$ cat src/rtl/vigna_axil_master_pkg.sv
// Shared AXI4-Lite response/protection constants and bridge FSM states.
package vigna_axil_master_pkg;

    localparam logic [1:0] AXI_RESP_OKAY   = 2'b00;
    localparam logic [1:0] AXI_RESP_EXOKAY = 2'b01;
    localparam logic [1:0] AXI_RESP_SLVERR = 2'b10;
    localparam logic [1:0] AXI_RESP_DECERR = 2'b11;

    localparam logic [2:0] AXI_PROT_DEFAULT = 3'b000;

    typedef enum logic [2:0] {
        ST_IDLE,
        ST_RD_ADDR,
        ST_RD_DATA,
        ST_WR_REQ,
        ST_WR_RESP,
        ST_DRAIN
    } state_t;

    // Anything but OKAY (EXOKAY included) is reported to the core as an error.
    function automatic logic resp_is_err(input logic [1:0] resp);
        return resp != AXI_RESP_OKAY;
    endfunction

endpackage

$ cat src/rtl/vigna_axil_timer.sv
// Response timeout counter: cleared outside the wait states, counts while waiting.
module vigna_axil_timer #(
    parameter int unsigned TIMEOUT = 1024
) (
    input  logic clk,
    input  logic resetn,
    input  logic clear,
    input  logic enable,
    output logic expire
);

    generate
        if (TIMEOUT == 0) begin : g_off
            assign expire = 1'b0;
        end else begin : g_on
            localparam int unsigned CW = $clog2(TIMEOUT + 1);
            logic [CW-1:0] count;

            always_ff @(posedge clk or negedge resetn) begin
                if (!resetn)     count <= '0;
                else if (clear)  count <= '0;
                else if (enable) count <= count + 1'b1;
            end

            // Fires on the TIMEOUT-th waiting cycle so req_ready lands TIMEOUT cycles after entry.
            assign expire = enable && (count == CW'(TIMEOUT - 1));
        end
    endgenerate

endmodule

$ cat src/rtl/vigna_axil_master.sv
// Vigna valid/ready memory port to AXI4-Lite master bridge, one transaction in flight.
module vigna_axil_master
    import vigna_axil_master_pkg::*;
#(
    parameter int unsigned ADDR_W    = 32,
    parameter int unsigned DATA_W    = 32,
    parameter logic [2:0]  PROT      = AXI_PROT_DEFAULT,
    parameter int unsigned TIMEOUT   = 1024,
    parameter bit          READ_ONLY = 1'b0,
    localparam int unsigned STRB_W   = DATA_W / 8
) (
    input  logic              clk,
    input  logic              resetn,
    input  logic              req_valid,
    output logic              req_ready,
    input  logic [ADDR_W-1:0] req_addr,
    input  logic [DATA_W-1:0] req_wdata,
    input  logic [STRB_W-1:0] req_wstrb,
    output logic [DATA_W-1:0] req_rdata,
    output logic              req_err,
    output logic              busy,
    output logic              arvalid,
    input  logic              arready,
    output logic [ADDR_W-1:0] araddr,
    output logic [2:0]        arprot,
    input  logic              rvalid,
    output logic              rready,
    input  logic [DATA_W-1:0] rdata,
    input  logic [1:0]        rresp,
    output logic              awvalid,
    input  logic              awready,
    output logic [ADDR_W-1:0] awaddr,
    output logic [2:0]        awprot,
    output logic              wvalid,
    input  logic              wready,
    output logic [DATA_W-1:0] wdata,
    output logic [STRB_W-1:0] wstrb,
    input  logic              bvalid,
    output logic              bready,
    input  logic [1:0]        bresp
);

    state_t state, state_d;

    logic              arvalid_q, arvalid_d, awvalid_q, awvalid_d, wvalid_q, wvalid_d;
    logic [ADDR_W-1:0] araddr_q, araddr_d, awaddr_q, awaddr_d;
    logic [DATA_W-1:0] wdata_q, wdata_d, rdata_q, rdata_d;
    logic [STRB_W-1:0] wstrb_q, wstrb_d;
    logic              aw_done_q, aw_done_d, w_done_q, w_done_d, is_wr_q, is_wr_d;
    logic              ready_q, ready_d, err_q, err_d;
    logic              req_is_wr, aw_hs, w_hs, wait_st, resp_seen, expire;

    assign req_is_wr = !READ_ONLY && (req_wstrb != '0);
    assign aw_hs     = awvalid_q && awready;
    assign w_hs      = wvalid_q && wready;
    assign wait_st   = (state == ST_RD_DATA) || (state == ST_WR_RESP);
    assign resp_seen = ((state == ST_RD_DATA) && rvalid) || ((state == ST_WR_RESP) && bvalid);

    vigna_axil_timer #(.TIMEOUT(TIMEOUT)) u_timer (
        .clk    (clk),
        .resetn (resetn),
        .clear  (!wait_st),
        .enable (wait_st && !resp_seen),
        .expire (expire)
    );

    always_ff @(posedge clk or negedge resetn) begin
        if (!resetn) state <= ST_IDLE;
        else         state <= state_d;
    end

    always_comb begin
        state_d   = state;
        arvalid_d = arvalid_q;
        araddr_d  = araddr_q;
        awvalid_d = awvalid_q;
        awaddr_d  = awaddr_q;
        wvalid_d  = wvalid_q;
        wdata_d   = wdata_q;
        wstrb_d   = wstrb_q;
        aw_done_d = aw_done_q;
        w_done_d  = w_done_q;
        is_wr_d   = is_wr_q;
        ready_d   = 1'b0;
        err_d     = err_q;
        rdata_d   = rdata_q;
        case (state)
            ST_IDLE: begin
                if (req_valid && !ready_q) begin
                    is_wr_d = req_is_wr;
                    if (req_is_wr) begin
                        awaddr_d  = req_addr;
                        wdata_d   = req_wdata;
                        wstrb_d   = req_wstrb;
                        awvalid_d = 1'b1;
                        wvalid_d  = 1'b1;
                        aw_done_d = 1'b0;
                        w_done_d  = 1'b0;
                        state_d   = ST_WR_REQ;
                    end else begin
                        araddr_d  = req_addr;
                        arvalid_d = 1'b1;
                        state_d   = ST_RD_ADDR;
                    end
                end
            end
            ST_RD_ADDR: begin
                if (arready) begin
                    arvalid_d = 1'b0;
                    state_d   = ST_RD_DATA;
                end
            end
            ST_RD_DATA: begin
                if (rvalid) begin
                    rdata_d = rdata;
                    err_d   = resp_is_err(rresp);
                    ready_d = 1'b1;
                    state_d = ST_IDLE;
                end else if (expire) begin
                    err_d   = 1'b1;
                    ready_d = 1'b1;
                    state_d = ST_DRAIN;
                end
            end
            ST_WR_REQ: begin
                if (aw_hs) begin
                    awvalid_d = 1'b0;
                    aw_done_d = 1'b1;
                end
                if (w_hs) begin
                    wvalid_d = 1'b0;
                    w_done_d = 1'b1;
                end
                // Done flags cover earlier handshakes; the *_hs terms cover this cycle's.
                if ((aw_done_q || aw_hs) && (w_done_q || w_hs)) state_d = ST_WR_RESP;
            end
            ST_WR_RESP: begin
                if (bvalid) begin
                    err_d   = resp_is_err(bresp);
                    ready_d = 1'b1;
                    state_d = ST_IDLE;
                end else if (expire) begin
                    err_d   = 1'b1;
                    ready_d = 1'b1;
                    state_d = ST_DRAIN;
                end
            end
            ST_DRAIN: begin
                if (is_wr_q ? bvalid : rvalid) state_d = ST_IDLE;
            end
            default: state_d = ST_IDLE;
        endcase
    end

    always_ff @(posedge clk or negedge resetn) begin
        if (!resetn) begin
            arvalid_q <= 1'b0;
            araddr_q  <= '0;
            awvalid_q <= 1'b0;
            awaddr_q  <= '0;
            wvalid_q  <= 1'b0;
            wdata_q   <= '0;
            wstrb_q   <= '0;
            aw_done_q <= 1'b0;
            w_done_q  <= 1'b0;
            is_wr_q   <= 1'b0;
            ready_q   <= 1'b0;
            err_q     <= 1'b0;
            rdata_q   <= '0;
        end else begin
            arvalid_q <= arvalid_d;
            araddr_q  <= araddr_d;
            awvalid_q <= awvalid_d;
            awaddr_q  <= awaddr_d;
            wvalid_q  <= wvalid_d;
            wdata_q   <= wdata_d;
            wstrb_q   <= wstrb_d;
            aw_done_q <= aw_done_d;
            w_done_q  <= w_done_d;
            is_wr_q   <= is_wr_d;
            ready_q   <= ready_d;
            err_q     <= err_d;
            rdata_q   <= rdata_d;
        end
    end

    assign req_ready = ready_q;
    assign req_err   = err_q;
    assign req_rdata = rdata_q;
    assign busy      = (state != ST_IDLE);

    assign arvalid = arvalid_q;
    assign araddr  = araddr_q;
    assign arprot  = PROT;
    assign rready  = (state == ST_RD_DATA) || ((state == ST_DRAIN) && !is_wr_q);

    assign awvalid = READ_ONLY ? 1'b0 : awvalid_q;
    assign awaddr  = READ_ONLY ? '0 : awaddr_q;
    assign awprot  = READ_ONLY ? '0 : PROT;
    assign wvalid  = READ_ONLY ? 1'b0 : wvalid_q;
    assign wdata   = READ_ONLY ? '0 : wdata_q;
    assign wstrb   = READ_ONLY ? '0 : wstrb_q;
    assign bready  = READ_ONLY ? 1'b0 :
                     ((state == ST_WR_RESP) || ((state == ST_DRAIN) && is_wr_q));

endmodule

$ cat config.mk
export PLATFORM = sky130hd
export DESIGN_NAME = vigna_axil_master
export DESIGN_NICKNAME = d
export VERILOG_FILES = /design/src/rtl/vigna_axil_master_pkg.sv /design/src/rtl/vigna_axil_timer.sv /design/src/rtl/vigna_axil_master.sv
export SDC_FILE = /design/constraint.sdc
export NUM_CORES = 1
export LEC_CHECK = 0
export CAP_MARGIN = 10
export CORE_MARGIN = 4
export CORE_UTILIZATION = 40
export DETAILED_ROUTE_END_ITERATION = 6
export GPL_TIMING_DRIVEN = 0
export PLACE_DENSITY_LB_ADDON = 0.25
export SYNTH_ARGS = -nofsm -noshare
export SYNTH_HDL_FRONTEND = slang
export SYNTH_HIERARCHICAL = 1
export SYNTH_SLANG_ARGS = --single-unit
$ cat constraint.sdc
create_clock -name clk -period 6.1 [get_ports clk]
set_clock_uncertainty 0.1 [all_clocks]
set_input_delay 0.915 -clock clk [delete_from_list [all_inputs] [get_ports clk]]
set_output_delay 0.915 -clock clk [all_outputs]
set_load 0.01 [all_outputs]
== After elaboration in Yosys (flattened, before gate mapping) ==
Cells that the tools add are included.
Storage, ports and cells
  register bits: 154
  input bits: 112
  output and inout port bits: 146
  logic and storage cells: 103
Cells by class
  add/sub/neg operators: 1
  eq/ne operators: 15
  muxes and demuxes: 36
  bitwise operators: 1
  reductions and logical operators: 35
Operators by type and width (count)
  two-way mux 11 bit: 2
  two-way mux 3 bit: 7
  two-way mux 1 bit: 18
  case mux 3 bit (6 select lines): 1
  inequality test 2 bit (second input constant): 8
  AND reduction 4 bit: 4
  case mux 1 bit (2 select lines): 7
  adder 11 x 1 -> 11 bit (second input constant): 1
  == test 11 x 10 -> 1 bit (second input constant): 1
  logical AND 1 bit: 10
  nonzero test 2 bit: 5
  == test 3 x 2 -> 1 bit (second input constant): 2
  == test 3 bit (second input constant): 2
  logical OR 1 bit: 6
  AND reduction 3 bit: 2
  AND reduction 2 bit: 2
  nonzero test 4 bit: 1
  == test 3 x 1 -> 1 bit (second input constant): 1
  zero test 1 bit: 3
  zero test 3 bit: 1
  nonzero test 3 bit: 1
  two-way mux 2 bit: 1
  inequality test 2 x 1 -> 1 bit (second input constant): 1
  NOT 1 bit: 1

== Longest topological paths before layout ==
Gate-level depths: netlist of run 1.
  depth after elaboration: 9
  depth in mapped cells: 12
  mapped depth without buffers: 10

== Cells and area by module ==
The synthesis of run 1 kept the hierarchy.
Modules (own cells, without submodules)
  vigna_axil_master: times used 1, cells an instance 360, area an instance 5929.4 um^2, sequential area each 3578.4 um^2
  vigna_axil_timer: times used 1, cells an instance 56, area an instance 568.0 um^2, sequential area each 275.3 um^2

== Worst setup path before layout of run 1 ==
No wires, ideal clock.
  kind: input to register
  from: input bvalid
  to: register state[0]
  setup time: 0.066 ns
  data arrival time: 2.485 ns
  required time: 5.934 ns
  path slack: 3.448 ns
  cell stages on the path: 10
  path buffers: 1
  cell sequence: nor2_1 a21oi_1 nor2_1 buf_2 nand4_1 nor4_1 nand2b_1 a21oi_1 a21o_1 a41o_1
On the way
  cells in the longest elaborated chain, start to end: 8
  elaborated cells on any way between the ends: 12
  those cells by class: eq/ne (1); mux (5); reduce/logical (6)
RTL lines
  start: declaration: line vigna_axil_master.sv:38  | input logic bvalid,
  logical AND 1 bit (*): line vigna_axil_master.sv:57  | assign resp_seen = ((state == ST_RD_DATA) && rvalid) || ((state == ST_WR_RESP) && bvalid);
  logical OR 1 bit (*): line vigna_axil_master.sv:57
  zero test 1 bit (*): line vigna_axil_master.sv:63  | .enable (wait_st && !resp_seen),
  logical AND 1 bit (*): line vigna_axil_master.sv:63
  logical AND 1 bit (*): line vigna_axil_timer.sv:26  | assign expire = enable && (count == CW'(TIMEOUT - 1));
  net expire: line vigna_axil_master.sv:51  | logic req_is_wr, aw_hs, w_hs, wait_st, resp_seen, expire;
  two-way mux 3 bit (*)
  two-way mux 3 bit (on tied branches)
  case mux 3 bit (6 select lines) (*): line vigna_axil_master.sv:87  | case (state)
  end signal: assignment: line vigna_axil_master.sv:69  | else state <= state_d;
  end: declaration: line vigna_axil_master.sv:43  | state_t state, state_d;
Mark *: on every way through the listed nets, which the timed path passes. The rest lies on a longest branch.
A chain may end at the register's enable or synchronous reset.

== Final worst setup path of run 1 ==
Same ends and word-level chain as after synthesis.

==> flow_summary.json, run 1 <==
{
  "hold_path.class": "in2async",
  "cts.sink_count": 154,
  "critPathKind": "in2reg",
  "dp_cells": 889,
  "fp.dieH_microns": 135.5,
  "overflow": 0,
  "post-synth-top-area-fraction_pct": 59.31,
  "synthXorXnorAreaFrac_pct": 0.5392,
  "end_kind": "flop",
  "ys_seq_elements": 154,
  "rows": 46,
  "min_period_over_period_pct": 53.04,
  "cts_tree": "done",
  "setup_tns_ns": 0,
  "synthCells": 416,
  "cts_inserted_buffers": 17,
  "post_cts_buffers": 0,
  "path_max_fanout": 7,
  "final_area_sq_um": 9947,
  "fillers": 1247,
  "coreArea_sq_um": 15890,
  "timing.rr.end": "state[0]",
  "dp_hpwl_microns": 12510,
  "synth_warnings": 6,
  "synthAdderAreaFrac_pct": 0.1926,
  "port_buffers": 251,
  "yosys.area.top_type": "dfrtp_1",
  "avgViaCountPerCell": 4.826,
  "yosys-top-cells-count": "154 x dfrtp_1, 68 x mux2_2, 66 x mux2_4, 13 x nor2_1, 12 x a21oi_1",
  "cts_root_buffer": "clkbuf_16",
  "cts_buffer_depth": 2,
  "slew_violations": 0,
  "slew_headroom_pct": 38.52,
  "grt_usage_pct": 18.12,
  "synth_top_family_by_area": "multiplexers",
  "grt_pass1_wl_microns": 25960,
  "rsz0062_at_grt": "false",
  "ys.flop_type": "dfrtp_1",
  "dp_slack_ns": 2.460,
  "synth_area_sq_um": 6497,
  "cts_max_level": 4,
  "cp.arrival_ns": 3.49,
  "syn_area_per_cell_sq_um": 15.62,
  "drt-initial-drc-count": 128,
  "cts-resized-gates": 0,
  "fin_crit_ns": 3.235,
  "drt-total-wl_microns": 16490,
  "nets": 805,
  "clock_latency_ns": 0.42,
  "setup.worst_path.start": "bvalid",
  "synth_compound_area_share_pct": 4.217,
  "powerDensity_nw_per_um2": 538.0,
  "crit_required_ns": 6.36,
  "hold_buffers": 0,
  "status": "finished, final reports clean",
  "ys_async_sr_fraction_pct": 100.0,
  "grt_max_degree": 90,
  "syn_to_final_growth_pct": 53.09,
  "yosysSeqAreaShare_pct": 59.31,
  "die_area_sq_um": 18350,
  "hold_slack_ns": 0.3823,
  "clock.fmax_mhz": 309.1,
  "drt-pass1-iter-count": 4,
  "yosys.area_share.simple_pct": 4.236,
  "antenna_found_initial": 0,
  "vias": 4445,
  "ir_drop_mv": 0.2434,
  "io-pin-count": 258,
  "p_leak_nw": 4.459,
  "reg2reg_setup_slack_ns": 3.19,
  "cap_violations": 0,
  "die_w_microns": 135.5,
  "worst_slew_pin_slew_ns": 0.9138,
  "r2r_start": "state[2]",
  "synth.distinct_cells": 44,
  "critPathLaunchType": "input pin",
  "gp_congestion": 0.8406,
  "crit_path_end": "state[0]",
  "worst_slack_ns": 2.865,
  "first_global_vias": 4858,
  "routedWlPerCell_microns": 17.91,
  "synth.area.top_cells": "dfrtp_1 59%, mux2_4 15%, mux2_2 12%, buf_12 1.8%, a21oi_1 0.92%",
  "synth_edf_count": 0,
  "reg2reg_depth": 11,
  "diodes": 0,
  "finalHoldViolations": 0,
  "drc": 0,
  "postRouteAntennaNets": 0,
  "instances_no_fill": 921,
  "dpl_cell_area_sq_um": 9328,
  "initial_core_util_pct": 40.90,
  "setup_viol": 0,
  "clkTransAtPathRegs_ns": 0.06,
  "yosys-mux-area-fraction_pct": 27.50,
  "drive_above_1_share_pct": 27.09,
  "post-synth-top-count-cell": "dfrtp_1"
}
## power breakdown
| group | internal, mW | switching, mW |
|---|---|---|
| Combinational | 1.58 | 0.894 |
| Clock | 0.670 | 0.420 |
| Sequential | 1.51 | 0.279 |
## state kept, by name, summed over array words and instances, names as in the netlist
signal              count
araddr                 32
arvalid                 1
aw_done_q               1
awaddr                 32
awvalid                 1
is_wr_q                 1
req_err                 1
req_rdata              32
req_ready               1
state                   3
u_timer/g_on.count     11
w_done_q                1
wdata                  32
wstrb                   4
wvalid                  1
## through the flow
stage	util [%]	power, mW
finish	62.62	5.352
global route	62.62	5.639
CTS	62.62	5.422
detailed placement	58.72	4.297
global placement	58.54	4.228
floorplan	-	3.000
## cell families after synthesis
group,after synthesis
AOI/OAI and AO/OA,41
xor gates and xnor gates,4
adders and majority gates,1
buffers and inverters,29
DFF,154
muxes,137
other,1
and+or+nand+nor,49
## worst min-delay path by stage
stage | startpoint | endpoint | slack, ns | depth (start not counted)
4_1_cts | resetn | awaddr[14] | 0.40 | 1
6_report | resetn | araddr[14] | 0.38 | 1
2_1_floorplan | aw_done_q | aw_done_q | 0.37 | 1
3_5_place_dp | wdata[7] | wdata[7] | 0.39 | 1
5_1_grt | araddr[21] | araddr[21] | 0.41 | 1
3_3_place_gp | w_done_q | w_done_q | 0.38 | 1
## metal layers
metal  up-vias  global-route usage (%)  share of wire (%)
met5         -                       0                  0
li1       2031                       -                  -
met3        17                   8.915                 11
met1      2208                   20.95                 39
met4         0                   4.871                1.2
met2       189                   30.12                 49
## critical path, stage by stage
cell and delay, ns:
clkdlybuf4s50_1 0.48, nor2_1 0.16, a21oi_1 0.08, nor2_1 0.09, buf_2 0.21, nand4_1 0.16, nor4_1 0.78, nand2b_1 0.17
a21oi_1 0.19, a21o_1 0.10, a41o_1 0.16
## cell usage in the layout, fill, tap and decap left out, types with 5 or more instances in the layout
master           synthesis  layout
a21oi_1                 12      12
buf_12                   6       6
buf_4                    6       6
clkbuf_16                0      17
clkdlybuf4s50_1          0     250
conb_1                   1       6
dfrtp_1                154     154
inv_1                    5       5
mux2_2                  68      68
mux2_4                  66      66
nand2_1                  7       7
nand2b_1                 5       5
nor2_1                  13      13
o21ai_0                  7       7
## final cells by class
type	instances	area (sq um)	area share, %
timing repair buffer	252	2541	25.55
buffer	24	237.7	2.390
sequential	154	3854	38.74
clock inverter	12	162.7	1.635
clock buffer	20	456.7	4.591
tap	216	270.3	2.717
inverter	5	18.77	0.1887
multi-input combinational	238	2406	24.19
Note: power is estimated with default switching activity, not from simulation.
==> inputs of run 2 (changes only) <==
--- a/config.mk
+++ b/config.mk
@@ -7,7 +7,7 @@
 export LEC_CHECK = 0
 export CAP_MARGIN = 10
 export CORE_MARGIN = 4
-export CORE_UTILIZATION = 40
+export CORE_UTILIZATION = 39
 export DETAILED_ROUTE_END_ITERATION = 6
 export GPL_TIMING_DRIVEN = 0
 export PLACE_DENSITY_LB_ADDON = 0.25
==> constraint.sdc (replaced) <==
create_clock -name clk -period 2.8 [get_ports clk]
set_clock_uncertainty 0.1 [all_clocks]
set_input_delay 0.42 -clock clk [delete_from_list [all_inputs] [get_ports clk]]
set_output_delay 0.42 -clock clk [all_outputs]
set_load 0.01 [all_outputs]
==> flow_summary.json, run 2 (synthesized netlist as in run 1, its figures left out) <==
{
  "status": "finished, final reports clean",
  "diodes": 0,
  "rows": 46,
  "cp.arrival_ns": 2.12,
  "dp_cells": 889,
  "nets": 806,
  "critPathLaunchType": "flop",
  "min_period_over_period_pct": 94.20,
  "critPathTopFamily": "buffers and inverters",
  "port_buffers": 251,
  "final_cell_mix": "250 x clkdlybuf4s50_1, 154 x dfrtp_1, 68 x mux2_2, 66 x mux2_4, 17 x clkbuf_16",
  "globalRouteMet1Util_pct": 21.62,
  "rsz0062_at_grt": "false",
  "dp_hpwl_microns": 12540,
  "crit_chain": "clkbuf_1 -> nand2b_1 -> o22ai_1 -> clkdlybuf4s50_1",
  "cp_num_buf_inv": 2,
  "crit_path_top_delay_cell": "clkdlybuf4s50_1",
  "clock.fmax_mhz": 379.1,
  "slew_violations": 0,
  "vias": 4488,
  "critPathKind": "reg2out",
  "path_max_fanout": 10,
  "antenna_found_initial": 0,
  "slew_headroom_pct": 40.18,
  "drc": 0,
  "initial_core_util_pct": 40.32,
  "grt.busiest_layer": "met2",
  "coreArea_sq_um": 16120,
  "cts_max_level": 4,
  "drt-pass1-iter-count": 4,
  "instances_no_fill": 919,
  "power.total_mw": 11.75,
  "grt_max_degree": 87,
  "ir_drop_mv": 0.5271,
  "final_common_cell": "clkdlybuf4s50_1",
  "cts_buffer_depth": 2,
  "multi_input_area_sq_um": 2421,
  "cts_root_buffer": "clkbuf_16",
  "gp_congestion": 0.8343,
  "grt_usage_pct": 17.94,
  "clkTransAtPathRegs_ns": 0.06,
  "fin_crit_ns": 2.638,
  "drt-initial-drc-count": 193,
  "syn_to_final_growth_pct": 53.48,
  "io-pin-count": 258,
  "hold_path.class": "reg2reg",
  "cts.sink_count": 154,
  "p_leak_nw": 4.468,
  "crit_required_ns": 2.28,
  "die_area_sq_um": 18790,
  "finalHoldViolations": 0,
  "grt_use_met3_pct": 7.096,
  "postRouteAntennaNets": 0,
  "fillers": 1223,
  "worst_slew_pin_slew_ns": 0.8891,
  "drive_above_1_share_pct": 26.74,
  "grt_pass1_wl_microns": 26030,
  "met2_usage_pct": 28.99,
  "seq_area_sq_um": 3854,
  "cap_violations": 0,
  "die_w_microns": 137.1,
  "first_global_vias": 4941,
  "routedWlPerCell_microns": 18.29,
  "setup_viol": 0,
  "overflow": 0,
  "fp.dieH_microns": 137.1,
  "clock_latency_ns": 0.42,
  "drt-total-wl_microns": 16810,
  "powerDensity_nw_per_um2": 1178,
  "cts_inserted_buffers": 17,
  "max_stage_delay_ns": 0.59,
  "avgViaCountPerCell": 4.884,
  "cts_tree": "done",
  "end_kind": "output port"
}
==> run 2: cell count changes in the layout (fill, tap and decap cells not counted), sizes merged <==
cell,change
dlygate4sd3,+1
bufinv,+2
inv,-3
clkinvlp,-1
clkinv,-1
==> run 2: worst register-to-register path, delay by kind of cell, from the launching register on <==
kind	cells	cell delay, ns
buffers and inverters	1	0.22
flip-flops	1	0.47
AND/OR/NAND/NOR	6	1.26
AO/OA/AOI/OAI	4	0.51
==> run 2: stage by stage <==
stage	setup slack [ns]	TNS, ns	hold slack [ns]	util [%]	instance area, sq um
after floorplan	0.4746	0	0.02441	-	6516
after global placement	-4.890	-758.41	0.3771	57.70	9299
after detailed placement	-0.4106	-6.875	0.3754	57.88	9328
after CTS	0.09403	0	0.4079	61.82	9963
after global routing	0.03076	0	0.4158	61.88	9972
final	0.1624	0	0.4034	61.88	9972
==> run 2: cell type report <==
type                            count  area share [%]
Multi-Input combinational cell    238           24.28
Sequential cell                   154           38.64
Tap cell                          216           2.710
Clock buffer                       20           4.479
Clock inverter                      9           1.731
Buffer                             24           2.384
Timing Repair Buffer              253           25.58
Inverter                            5          0.1882
==> run 2: worst paths after layout <==
path / startpoint / end / slack (ns) / cells after the start
worst max register to register: state[2] / state[0] / 0.18 / 11
worst max-delay path: state[0] / rready / 0.16 / 4
max in group asynchronous: resetn / wdata[25] / 1.27 / 3
worst min-delay path: araddr[1] / araddr[1] / 0.40 / 1
min in group asynchronous: resetn / araddr[21] / 0.49 / 2
worst min register to register: araddr[1] / araddr[1] / 0.40 / 1
==> run 2: repair_timing <==
| item | 4_1_cts | 5_1_grt |
|---|---|---|
| hold buffers | 1 | 0 |
| endpoints found under the setup margin | 3 | 3 |
| endpoints found under the hold margin | 68 | 0 |
| buffers inserted | 0 | 0 |
| resized for setup | 1 | 1 |
| cloned | 0 | 0 |
==> run 2: per-layer routing <==
metal / vias to the layer above / wire length [microns] / part of all wire [%]
li1: 2043 / - / -
met1: 2210 / 6858 / 41
met2: 210 / 7941 / 47
met3: 25 / 1645 / 9.8
met4: 0 / 362 / 2.2
met5: - / 0 / 0
==> run 2: power breakdown <==
part           internal, mW  leakage (nW)  switching (mW)  total [mW]
Combinational          3.44          2.28            1.96        5.41
Sequential             3.29          1.88           0.605        3.90
Clock                  1.59         0.302           0.859        2.45
==> inputs of run 3 (changes only) <==
--- a/config.mk
+++ b/config.mk
@@ -7,7 +7,7 @@
 export LEC_CHECK = 0
 export CAP_MARGIN = 10
 export CORE_MARGIN = 4
-export CORE_UTILIZATION = 39
+export CORE_UTILIZATION = 30
 export DETAILED_ROUTE_END_ITERATION = 6
 export GPL_TIMING_DRIVEN = 0
 export PLACE_DENSITY_LB_ADDON = 0.25
==> flow_summary.json, run 3 (synthesized netlist as in run 1, its figures left out) <==
{
  "status": "finished, final reports clean",
  "setup_tns_ns": 0,
  "min_period_over_period_pct": 92.53,
  "crit_required_ns": 3.05,
  "die_w_microns": 155.2,
  "syn_to_final_growth_pct": 54.69,
  "rsz0062_at_grt": "false",
  "finalHoldViolations": 0,
  "worst_slew_pin_slew_ns": 0.7199,
  "p_comb_share_pct": 46.4,
  "io-pin-count": 258,
  "p_leak_nw": 4.472,
  "power.switching_mw": 3.536,
  "drt-pass1-iter-count": 4,
  "clock_latency_ns": 0.41,
  "drt-initial-drc-count": 221,
  "cts_buffer_depth": 2,
  "drt-total-wl_microns": 17100,
  "critPathLaunchType": "flop",
  "setup_viol": 0,
  "fp.dieH_microns": 155.2,
  "final_cell_mix": "250 x clkdlybuf4s50_1, 154 x dfrtp_1, 68 x mux2_2, 66 x mux2_4, 17 x clkbuf_16",
  "routedWlPerCell_microns": 17.43,
  "dp_hpwl_microns": 12820,
  "critPathKind": "reg2reg",
  "ir_drop_mv": 0.4715,
  "hold_slack_ns": 0.4042,
  "reg2reg_depth": 11,
  "dp_slack_ns": -0.5011,
  "grt_usage_pct": 14.16,
  "worst_slack_ns": 0.2090,
  "whs_endpoint": "req_rdata[27]",
  "powerDensity_nw_per_um2": 1164,
  "slew_headroom_pct": 52.00,
  "reg2reg_setup_slack_ns": 0.21,
  "instances_no_fill": 981,
  "final_common_cell": "clkdlybuf4s50_1",
  "port_buffers": 251,
  "final_core_util_pct": 47.51,
  "antenna_found_initial": 1,
  "cap_violations": 0,
  "slew_violations": 0,
  "gp_congestion": 0.7645,
  "rows": 53,
  "worstHoldStart": "req_rdata[27]",
  "coreArea_sq_um": 21150,
  "avgViaCountPerCell": 4.556,
  "grt_pass1_wl_microns": 27140,
  "pwr-share-clk_pct": 20.5,
  "netSwitchingFraction_pct": 30.22,
  "seqPwrFrac_pct": 33.1,
  "postRouteAntennaNets": 0,
  "max_stage_delay_ns": 0.47,
  "cp.arrival_ns": 2.84,
  "clock.fmax_mhz": 386.0,
  "cts.sink_count": 154,
  "cts_root_buffer": "clkbuf_16",
  "r2r_start": "state[2]",
  "vias": 4469,
  "dpl_cell_area_sq_um": 9402,
  "nets": 806,
  "crit_path_top_delay_cell": "dfrtp_1",
  "first_global_vias": 4964,
  "final_area_sq_um": 10050,
  "initial_core_util_pct": 30.72,
  "end_kind": "flop",
  "diodes": 0,
  "fin_crit_ns": 2.591,
  "grt_max_degree": 83,
  "timing.rr.end": "state[0]",
  "cts_tree": "done",
  "die_area_sq_um": 24080,
  "dp_cells": 948,
  "power.total_mw": 11.70,
  "path_max_fanout": 9,
  "cts_max_level": 4,
  "whs_path_depth": 1,
  "cts_inserted_buffers": 17,
  "overflow": 0,
  "drive_above_1_share_pct": 27.48,
  "clkTransAtPathRegs_ns": 0.06,
  "drc": 0,
  "hold_path.class": "reg2reg",
  "power.internal_mw": 8.162,
  "crit_chain": "nand2b_1 -> nor2_1 -> a21oi_1 -> nor2_1 -> buf_2 -> nand4_1 -> nor4_4 -> nand2b_1 -> a21oi_1 -> a21o_1 -> a41o_1"
}
[run 3: cell count changes in the layout (fill, tap and decap cells not counted), sizes merged]
cell    delta
clkbuf     -2
clkinv     +1
inv        +6
bufinv     -2
[run 3: how the worst max path moves through the flow]
stage	start	slack, ns	endpoint
final	state[2]	0.21	state[0]
after global routing	state[2]	0.09	state[0]
after CTS	state[0]	0.14	rready
after detailed placement	req_wstrb[1]	-0.50	araddr[25]
after global placement	resetn	-5.03	req_rdata[1]
after floorplan	state[2]	0.47	state[0]
[run 3: what timing repair did]
action | 4_1_cts | 5_1_grt
endpoints found under the setup margin | 10 | 4
endpoints found under the hold margin | 72 | 0
gates resized for setup | 2 | 3
setup buffers | 0 | 0
hold buffers | 1 | 0
cloned | 0 | 0
[run 3: final cells by class]
| class | instances | area (sq um) |
|---|---|---|
| well taps | 275 | 344.1 |
| clock inverters | 14 | 187.7 |
| plain buffers | 24 | 239.0 |
| multi-input cells | 238 | 2427 |
| inverters | 5 | 18.77 |
| fillers | 1859 | 11100 |
| clock buffers | 18 | 429.2 |
| repair buffers | 253 | 2551 |
| flip-flops and latches | 154 | 3854 |
[run 3: worst max-delay path, delay by kind of cell, from the launching register on]
family          cells  cell delay, ns
simple gates        6            1.27
compound gates      4            0.47
flops               1            0.47
buf+inv             1            0.20
[run 3: power by group through the flow]
stage                     registers, mW  logic, mW  clock network, mW
final                              3.87       5.42               2.40
after global routing               4.02       5.76               2.57
after CTS                          3.88       5.51               2.47
after detailed placement           3.91       5.48                  0
after global placement             3.87       5.39                  0
after floorplan                    4.33       2.20                  0
[run 3: metal layers]
layer	track usage (%)	part of all wire (%)	vias to the layer above
met3	5.953	9.8	12
li1	-	-	2037
met1	17.59	42	2226
met5	0	0.076	-
met4	3.238	0.98	2
met2	23.09	47	192
